<file path="src/rtl/rr_arbiter_4.sv">
// Four-way arbiter with fixed-priority and round-robin selection,
// per-grant release strobes and a hold-limit forced release.
module rr_arbiter_4 #(
  parameter int unsigned MAX_HOLD = 16
) (
  input  logic       clk,
  input  logic       rst,
  input  logic [3:0] req,
  input  logic [3:0] done,
  input  logic       mode,
  output logic [3:0] grant,
  output logic [1:0] grant_id,
  output logic       grant_valid,
  output logic       timeout
);

  typedef enum logic {IDLE, GRANT} state_t;

  localparam logic [7:0] HOLD_LAST = 8'(MAX_HOLD - 1);

  state_t     state, state_nx;
  logic [3:0] grant_nx;
  logic [1:0] id_nx;
  logic [1:0] last_id, last_nx;
  logic [7:0] hold, hold_nx;
  logic       to_nx;

  logic [1:0] fix_id;
  logic [1:0] rr_id;
  logic [1:0] rr_start;
  logic [1:0] rr_idx;
  logic       rr_found;
  logic [1:0] win;
  logic       rel_early;
  logic       rel_hold;

  // Highest set bit wins: later iterations override earlier ones.
  always_comb begin
    fix_id = 2'd0;
    for (int i = 0; i < 4; i++) begin
      if (req[i]) fix_id = i[1:0];
    end
  end

  always_comb begin
    rr_start = last_id + 2'd1;
    rr_id    = 2'd0;
    rr_idx   = 2'd0;
    rr_found = 1'b0;
    for (int i = 0; i < 4; i++) begin
      rr_idx = rr_start + i[1:0];
      if (!rr_found && req[rr_idx]) begin
        rr_id    = rr_idx;
        rr_found = 1'b1;
      end
    end
  end

  assign win       = mode ? rr_id : fix_id;
  assign rel_early = done[grant_id] | ~req[grant_id];
  assign rel_hold  = (hold == HOLD_LAST);

  always_comb begin
    state_nx = state;
    grant_nx = grant;
    id_nx    = grant_id;
    last_nx  = last_id;
    hold_nx  = hold;
    to_nx    = 1'b0;
    unique case (state)
      IDLE: begin
        grant_nx = 4'b0000;
        if (|req) begin
          state_nx = GRANT;
          grant_nx = 4'b0001 << win;
          id_nx    = win;
          last_nx  = win;
          hold_nx  = 8'd0;
        end
      end
      GRANT: begin
        if (rel_early || rel_hold) begin
          state_nx = IDLE;
          grant_nx = 4'b0000;
          hold_nx  = 8'd0;
          to_nx    = rel_hold & ~rel_early;
        end else begin
          hold_nx = hold + 8'd1;
        end
      end
      default: state_nx = IDLE;
    endcase
  end

  always_ff @(posedge clk) begin
    if (rst) begin
      state    <= IDLE;
      grant    <= 4'b0000;
      grant_id <= 2'd0;
      last_id  <= 2'd3;
      hold     <= 8'd0;
      timeout  <= 1'b0;
    end else begin
      state    <= state_nx;
      grant    <= grant_nx;
      grant_id <= id_nx;
      last_id  <= last_nx;
      hold     <= hold_nx;
      timeout  <= to_nx;
    end
  end

  assign grant_valid = |grant;

endmodule

</file>
<file path="config.mk">
export PLATFORM = sky130hd
export DESIGN_NAME = rr_arbiter_4
export DESIGN_NICKNAME = d
export VERILOG_FILES = /design/src/rtl/rr_arbiter_4.sv
export SDC_FILE = /design/constraint.sdc
export NUM_CORES = 1
export LEC_CHECK = 0
export BUFFER_PORTS_ARGS = -buffer_cell sky130_fd_sc_hd__buf_4
export CAP_MARGIN = 5
export CORE_MARGIN = 2
export CORE_UTILIZATION = 40
export CTS_CLUSTER_DIAMETER = 120
export DETAILED_ROUTE_END_ITERATION = 10
export GPL_TIMING_DRIVEN = 0
export HOLD_SLACK_MARGIN = 0.05
export RECOVER_POWER = 50
export SYNTH_ARGS = -nofsm -noshare
export SYNTH_HDL_FRONTEND = slang
export SYNTH_SLANG_ARGS = --single-unit
</file>
<file path="constraint.sdc">
create_clock -name clk -period 3.2 [get_ports clk]
set_input_delay 0.32 -clock clk [delete_from_list [all_inputs] [get_ports clk]]
set_output_delay 0.32 -clock clk [all_outputs]
set_load 0.01 [all_outputs]
</file>
# Yosys cells after proc, flatten, opt, wreduce, memory -nomap -nowiden
# Cells that the tools add are included.
[totals] ff_bits=18 in_bits=11 out_inout_bits=8 word_cells=69
[op_classes] addsub=5 magnitude_cmp=5 eq_ne=3 n_shift=1 n_mux=32 bitwise=6 n_reduce_logical=11
[ops] operator="8-bit two-way mux" n=2
[ops] operator="8-bit case mux with 2 select lines" n=1
[ops] operator="2-bit by 3-bit < comparator with 1-bit output, second input constant" n=5
[ops] operator="2-bit two-way mux" n=7
[ops] operator="1-bit binary-select mux with 2-bit select" n=6
[ops] operator="1-bit two-way mux" n=12
[ops] operator="8-bit by 1-bit adder with 8-bit output, second input constant" n=1
[ops] operator="8-bit by 4-bit equality test with 1-bit output, second input constant" n=1
[ops] operator="4-bit two-way mux" n=2
[ops] operator="4-bit case mux with 2 select lines" n=1
[ops] operator="4-bit OR reduction" n=2
[ops] operator="2-bit by 1-bit adder with 2-bit output, second input constant" n=2
[ops] operator="2-bit adder, second input constant" n=2
[ops] operator="1-bit NOT" n=4
[ops] operator="1-bit by 2-bit << shifter with 4-bit output, first input constant" n=1
[ops] operator="1-bit logical AND" n=3
[ops] operator="1-bit logical NOT" n=3
[ops] operator="3-bit OR reduction" n=1
[ops] operator="2-bit by 1-bit != test with 1-bit output, second input constant" n=1
[ops] operator="2-bit != test, second input constant" n=1
[ops] operator="1-bit case mux with 2 select lines" n=1
[ops] operator="2-bit AND reduction" n=1
[ops] operator="1-bit bitwise AND" n=1
[ops] operator="1-bit logical OR" n=1
[ops] operator="1-bit bitwise OR" n=1

# Logic depth before layout (Yosys ltp)
# Gate-level depths: netlist of the first run.
[depth] word_depth=17 mapped_depth=7 ltp_nobuf=7

# Worst setup path before layout of the first run
# OpenSTA, ideal clock, no wires.
[synth_path] path_kind="input to register" startpoint="in req[3]" endpoint="reg hold[7]" setup_ns=0.132 arrival_ns=1.554 required_ns=3.068 setup_slack_ns=1.514 cell_stages=7 n_path_buf=1 cell_sequence="buf_4 > nor2b_1 > mux4_2 > nand3_4 > o21ba_2 > o21ai_0 > a21oi_1"
[synth_via] elab_chain_len=7 elab_cells_between_ends=9 classes_between="eq/ne (1); mux (4); bitwise (2); reduce/logical (2)"
[synth_rtl] item="start: declaration" line="8" text="input logic [3:0] req,"
[synth_rtl] item="1-bit binary-select mux with 2-bit select" line="60" text="assign rel_early = done[grant_id] | ~req[grant_id];"
[synth_rtl] item="1-bit two-way mux (not written as such)" line="60"
[synth_rtl] item="1-bit NOT" line="60"
[synth_rtl] item="1-bit bitwise OR" line="60"
[synth_rtl] item="1-bit logical OR" line="82" text="if (rel_early || rel_hold) begin"
[synth_rtl] item="8-bit two-way mux" line="82"
[synth_rtl] item="8-bit case mux with 2 select lines" line="70" text="unique case (state)"
[synth_rtl] item="end signal: assignment" line="108" text="hold <= hold_nx;"
[synth_rtl] item="end: declaration" line="25" text="logic [7:0] hold, hold_nx;"
# Several ways; a longest one is shown, not always the timed one. The select of a mux whose other input is x is not followed.
# A chain may end at the register's enable or synchronous reset.

# Final worst setup path of the first run
[layout_path] startpoint="reg hold[0]" endpoint="reg hold[7]"
[layout_via] elab_chain_len=4 elab_cells_between_ends=5 classes_between="add/sub (1); eq/ne (1); mux (2); reduce/logical (1)"
[layout_rtl] item="branches (longest 2 deep; another with 8-bit by 1-bit adder with 8-bit output)"
[layout_rtl] item="8-bit two-way mux *" line="82"
[layout_rtl] item="8-bit case mux with 2 select lines *" line="70"
# Every way passes the cells marked *.

==> results.json, run 1 <==
{
  "status": "complete, no violations",
  "wl_met2_microns": 899,
  "grt_usage_pct": 17.3,
  "slew_violations": 0,
  "met1Wirelength_microns": 1100,
  "fmax_ghz": 0.508,
  "hold_class": "in2reg",
  "rows": 17,
  "worstRegToRegCells": 6,
  "regArea_sq_um": 360,
  "grt_overflow": 0,
  "routed_wl_microns": 2180,
  "drtIter0Drc": 35,
  "maxUsedRoutingLayer": "met4",
  "clock_skew_ns": 0.00562,
  "crit_buf_inv": 0,
  "drive_above_1_share_pct": 12.9,
  "end_kind": "flop",
  "cts_max_path_buffers": 2,
  "slew_headroom_pct": 63.4,
  "start_kind": "flop",
  "dieArea_sq_um": 2820,
  "port_buffers": 16,
  "syn_area_per_cell_sq_um": 8.10,
  "ys.flop_type": "dfxtp_1",
  "netlist_area_sq_um": 963,
  "multi_input_area_sq_um": 559,
  "ios": 19,
  "path_class": "reg2reg",
  "worstPathMaxFanout": 8,
  "postCtsSetupRepairBufs": 0,
  "hpwl_microns": 1590,
  "place_congestion": 0.805,
  "htree_levels": 1,
  "cts_tree": "done",
  "r2r_setup_slack_ns": 1.23,
  "antennaDiodeCount": 0,
  "clock_latency_ns": 0.29,
  "max_cap_viol_count": 0,
  "crit_end": "hold[7]",
  "crit_slowest_cell": "or4_1",
  "synth-seq-cells": 18,
  "leakagePower_nw": 0.413,
  "powerDensity_nw_per_um2": 425,
  "crit_required_ns": 3.43,
  "die-width_microns": 53.1,
  "finalCriticalPeriod_ns": 1.97,
  "antenna_found_initial": 0,
  "synthesis.nets": 131,
  "final_common_cell": "dfxtp_1",
  "path_delay_family": "simple AND/OR/NAND/NOR gates",
  "tightest_slew_ns": 0.544,
  "drc": 0,
  "async_flop_share_pct": 0,
  "start_util_pct": 42.7,
  "yosysTopAreaCell": "dfxtp_1",
  "tns_ns": 0,
  "root_buffer": "clkbuf_4",
  "vdd_drop_max_mv": 0.298,
  "dp.cells": 163,
  "grt_pass1_vias": 815,
  "die_h_microns": 53.1,
  "routed-wl-met3_microns": 143,
  "setup_viol_count_final": 0,
  "synth_top_area_share_pct": 37.4,
  "drt_first_pass_iters": 4,
  "syn_inst": 119,
  "final_cell_mix": "dfxtp_1 (18), nor2_1 (13), nand2_1 (11)",
  "cts_resized": 0,
  "cts_hold_buf": 0,
  "cp.arrival_ns": 2.20,
  "clkTransAtPathRegs_ns": 0.10,
  "vias": 971,
  "startpoint": "hold[0]",
  "nNetsFinal": 152,
  "ys_types": 39,
  "area_delta_synth_final_pct": 15.5,
  "ant_nets": 0,
  "reg2reg_to": "hold[7]",
  "seq_area_frac_synth_pct": 37.4,
  "num-fill-cells": 252,
  "finalCritPeriodShare_pct": 61.5,
  "cts.sinks": 18,
  "coreArea_sq_um": 2250,
  "route.detailed.wl_per_inst_microns": 13.0,
  "worst-path-stages": 6,
  "reg2reg_from": "hold[0]",
  "grt_max_degree": 11,
  "synth_area_leaders": "dfxtp_1 (37%), a21oi_1 (5.2%), nor2_1 (5.1%)",
  "post_drt_via_cell_ratio": 5.81,
  "synth_warnings": 0,
  "rsz0062_at_grt": "false",
  "grt_pass1_wl_microns": 3510,
  "path_cells": "ha_1, and3_1, nand2_1, nand3_1, or4_1, a21oi_1",
  "cts_made_buffers": 3,
  "instances_no_fill": 167,
  "synth_edf_count": 0,
  "hold_viol": 0,
  "max_stage_delay_ns": 0.57
}
[where the power goes]
group	switching, W	internal, W	leakage [nW]
sequential	0.00000911	0.000235	0.147
clock	0.0000693	0.0000694	0.0210
combinational	0.0000504	0.0000396	0.246
total	0.000129	0.000343	0.413
[logic make-up after synthesis]
logic type                 synth area share, %
buffers and inverters                     3.25
AOI/OAI and AO/OA                         21.8
muxes                                     2.34
and+or+nand+nor                           33.9
DFF                                       37.4
adders and majority gates                 1.30
[through the flow]
step                area (sq um)  total power [W]  hold slack, ns  worst slack (ns)  util, %
CTS                         1150         0.000486           0.411              1.36     51.2
floorplan                    963         0.000310           0.461              1.51        -
global placement            1120         0.000346           0.464              1.40     49.6
detailed placement          1120         0.000347           0.464              1.37     49.6
finish                      1110         0.000472           0.416              1.23     49.3
global route                1110         0.000501           0.437              1.10     49.3
[registers in the layout, indices dropped and copies added, names as in the netlist]
register,count
timeout,1
last_id,2
grant_id,2
grant,4
state,1
hold,8
[layer usage]
| metal | vias up | global-route usage (%) |
|---|---|---|
| met3 | 5 | 3.39 |
| met4 | 0 | 7.69 |
| met5 | - | 0 |
| met1 | 453 | 24.1 |
| met2 | 36 | 25.6 |
| li1 | 477 | - |
[cell type report]
type | count | area share, %
well taps | 28 | 3.15
repair buffers | 16 | 8.10
clock buffers | 4 | 3.26
multi-input cells | 94 | 50.3
plain buffers | 5 | 2.14
inverters | 2 | 0.675
flip-flops and latches | 18 | 32.4
[how the worst min path moves through the flow]
stage	endpoint	cells past startpoint	slack [ns]	startpoint
after detailed placement	grant[0]	2	0.46	grant[0]
after CTS	hold[2]	2	0.41	rst
final	hold[2]	2	0.42	rst
after global routing	hold[2]	2	0.44	rst
after global placement	grant[0]	2	0.46	grant[0]
after floorplan	hold[7]	2	0.46	hold[7]
[Yosys cell counts (2+ instances only)]
master,instances
clkbuf_1,2
a31oi_1,3
or3_1,3
o21bai_1,2
nand2b_1,2
nor2_1,13
inv_1,2
dfxtp_1,18
nor3_1,3
nand2_1,11
o21ai_0,5
a22oi_1,2
a21oi_1,10
nor2b_1,7
a21boi_0,2
or4_1,2
nand3_1,8
and3_1,2
nor4_1,2
Power figures use the tool's default switching activity.
==> inputs of run 2 (changes only) <==
- clock period: 3.2 -> 1.75 ns (I/O delays scaled with it)
==> results.json, run 2 (synthesized netlist as in run 1, its figures left out) <==
{
  "finalCriticalPeriod_ns": 1.71,
  "clkTransAtPathRegs_ns": 0.11,
  "cp.arrival_ns": 1.94,
  "status": "complete, no violations",
  "tns_ns": 0,
  "powerDensity_nw_per_um2": 751,
  "num-fill-cells": 252,
  "vdd_drop_max_mv": 0.555,
  "coreArea_sq_um": 2250,
  "htree_levels": 1,
  "routed_wl_microns": 2230,
  "cts_made_buffers": 3,
  "antennaDiodeCount": 0,
  "hold_class": "in2reg",
  "antenna_found_initial": 0,
  "total_power_w": 0.000877,
  "hpwl_microns": 1590,
  "ios": 19,
  "die-width_microns": 53.1,
  "cts_max_path_buffers": 2,
  "end_kind": "flop",
  "slew_headroom_pct": 69.9,
  "grt_overflow": 0,
  "final_core_util_pct": 51.8,
  "clock_latency_ns": 0.29,
  "fmax_ghz": 0.584,
  "crit_required_ns": 1.98,
  "grt_pass1_wl_microns": 3550,
  "worstPathMaxFanout": 8,
  "tightest_slew_ns": 0.451,
  "finalCritPeriodShare_pct": 97.8,
  "vias": 958,
  "root_buffer": "clkbuf_4",
  "ant_nets": 0,
  "max_cap_viol_count": 0,
  "hold_viol": 0,
  "top_regs": "hold x8, grant x4",
  "cts_tree": "done",
  "nNetsFinal": 152,
  "die_h_microns": 53.1,
  "rsz0062_at_grt": "true",
  "final_cell_mix": "dfxtp_1 (16), nor2_1 (12), buf_4 (11)",
  "final_common_cell": "dfxtp_1",
  "postCtsSetupRepairBufs": 0,
  "grt_pass1_vias": 831,
  "start_util_pct": 42.7,
  "drtIter0Drc": 30,
  "dieArea_sq_um": 2820,
  "holdWs_ns": 0.275,
  "largest_reg_flops": 8,
  "path_class": "reg2reg",
  "post_drt_via_cell_ratio": 5.74,
  "worst_slack_ns": 0.0390,
  "place_congestion": 0.805,
  "area_delta_synth_final_pct": 21.2,
  "leakagePower_nw": 0.423,
  "drt_first_pass_iters": 5,
  "route.detailed.wl_per_inst_microns": 13.4,
  "drc": 0,
  "grt_max_degree": 11,
  "rows": 17,
  "setup_viol_count_final": 0,
  "port_buffers": 16,
  "slew_violations": 0,
  "largest-register": "hold",
  "pre_cts_ws_ns": -0.0612,
  "grt_usage_pct": 17.5,
  "drive_above_1_share_pct": 22.3,
  "start_kind": "flop",
  "clock_skew_ns": 0.00918,
  "cts.sinks": 18
}
[run 2: changes by cell type in the layout (fill, tap and decap cells not counted), sizes merged]
cell / previous run / this run
clkbuf: 14 / 12
buf: 11 / 13
[run 2: path summary, 6_finish.rpt]
kind | from | endpoint | cells past startpoint | slack (ns)
max | hold[0] | hold[7] | 6 | 0.04
min | rst | hold[2] | 2 | 0.28
max reg2reg | hold[0] | hold[7] | 6 | 0.04
min reg2reg | grant[0] | grant[0] | 2 | 0.48
[run 2: what timing repair did]
item | CTS | global route
gates resized for setup | 4 | 7
hold buffers | 0 | 0
hold endpoints to repair | 0 | 0
setup endpoints to repair | 2 | 7
[run 2: power breakdown]
part,internal (W),switching [W]
Sequential,0.000430,0.0000178
Combinational,0.0000806,0.0000975
Clock,0.000127,0.000125
[run 2: worst max-delay path, stage by stage, from the launching register on]
cell and delay, ns:
dfxtp_2 0.36, ha_2 0.20, and3_4 0.20, nand2_2 0.09, nand3_4 0.12, or4_4 0.54
a21oi_2 0.13
[run 2: layout make-up]
class	count	area, sq um	area share, %
buffer	5	23.8	2.04
clock buffer	4	36.3	3.11
inverter	2	7.51	0.643
multi-input combinational	94	604	51.8
sequential	18	363	31.1
tap	28	35.0	3.00
timing repair buffer	16	97.6	8.36
[run 2: layer usage]
metal / global-route usage (%) / part of all wire [%] / routed length [microns] / vias up
met5: 0 / 0 / 0 / -
met4: 8.12 / 0.81 / 18 / 0
met3: 3.39 / 7.3 / 162 / 2
met2: 25.8 / 43 / 955 / 38
met1: 24.3 / 49 / 1100 / 440
li1: - / - / - / 478
[run 2: through the flow]
step                cell area (sq um)  cells
floorplan                         963    119
global placement                 1120    163
detailed placement               1120    163
CTS                              1160    167
global route                     1170    167
finish                           1170    167
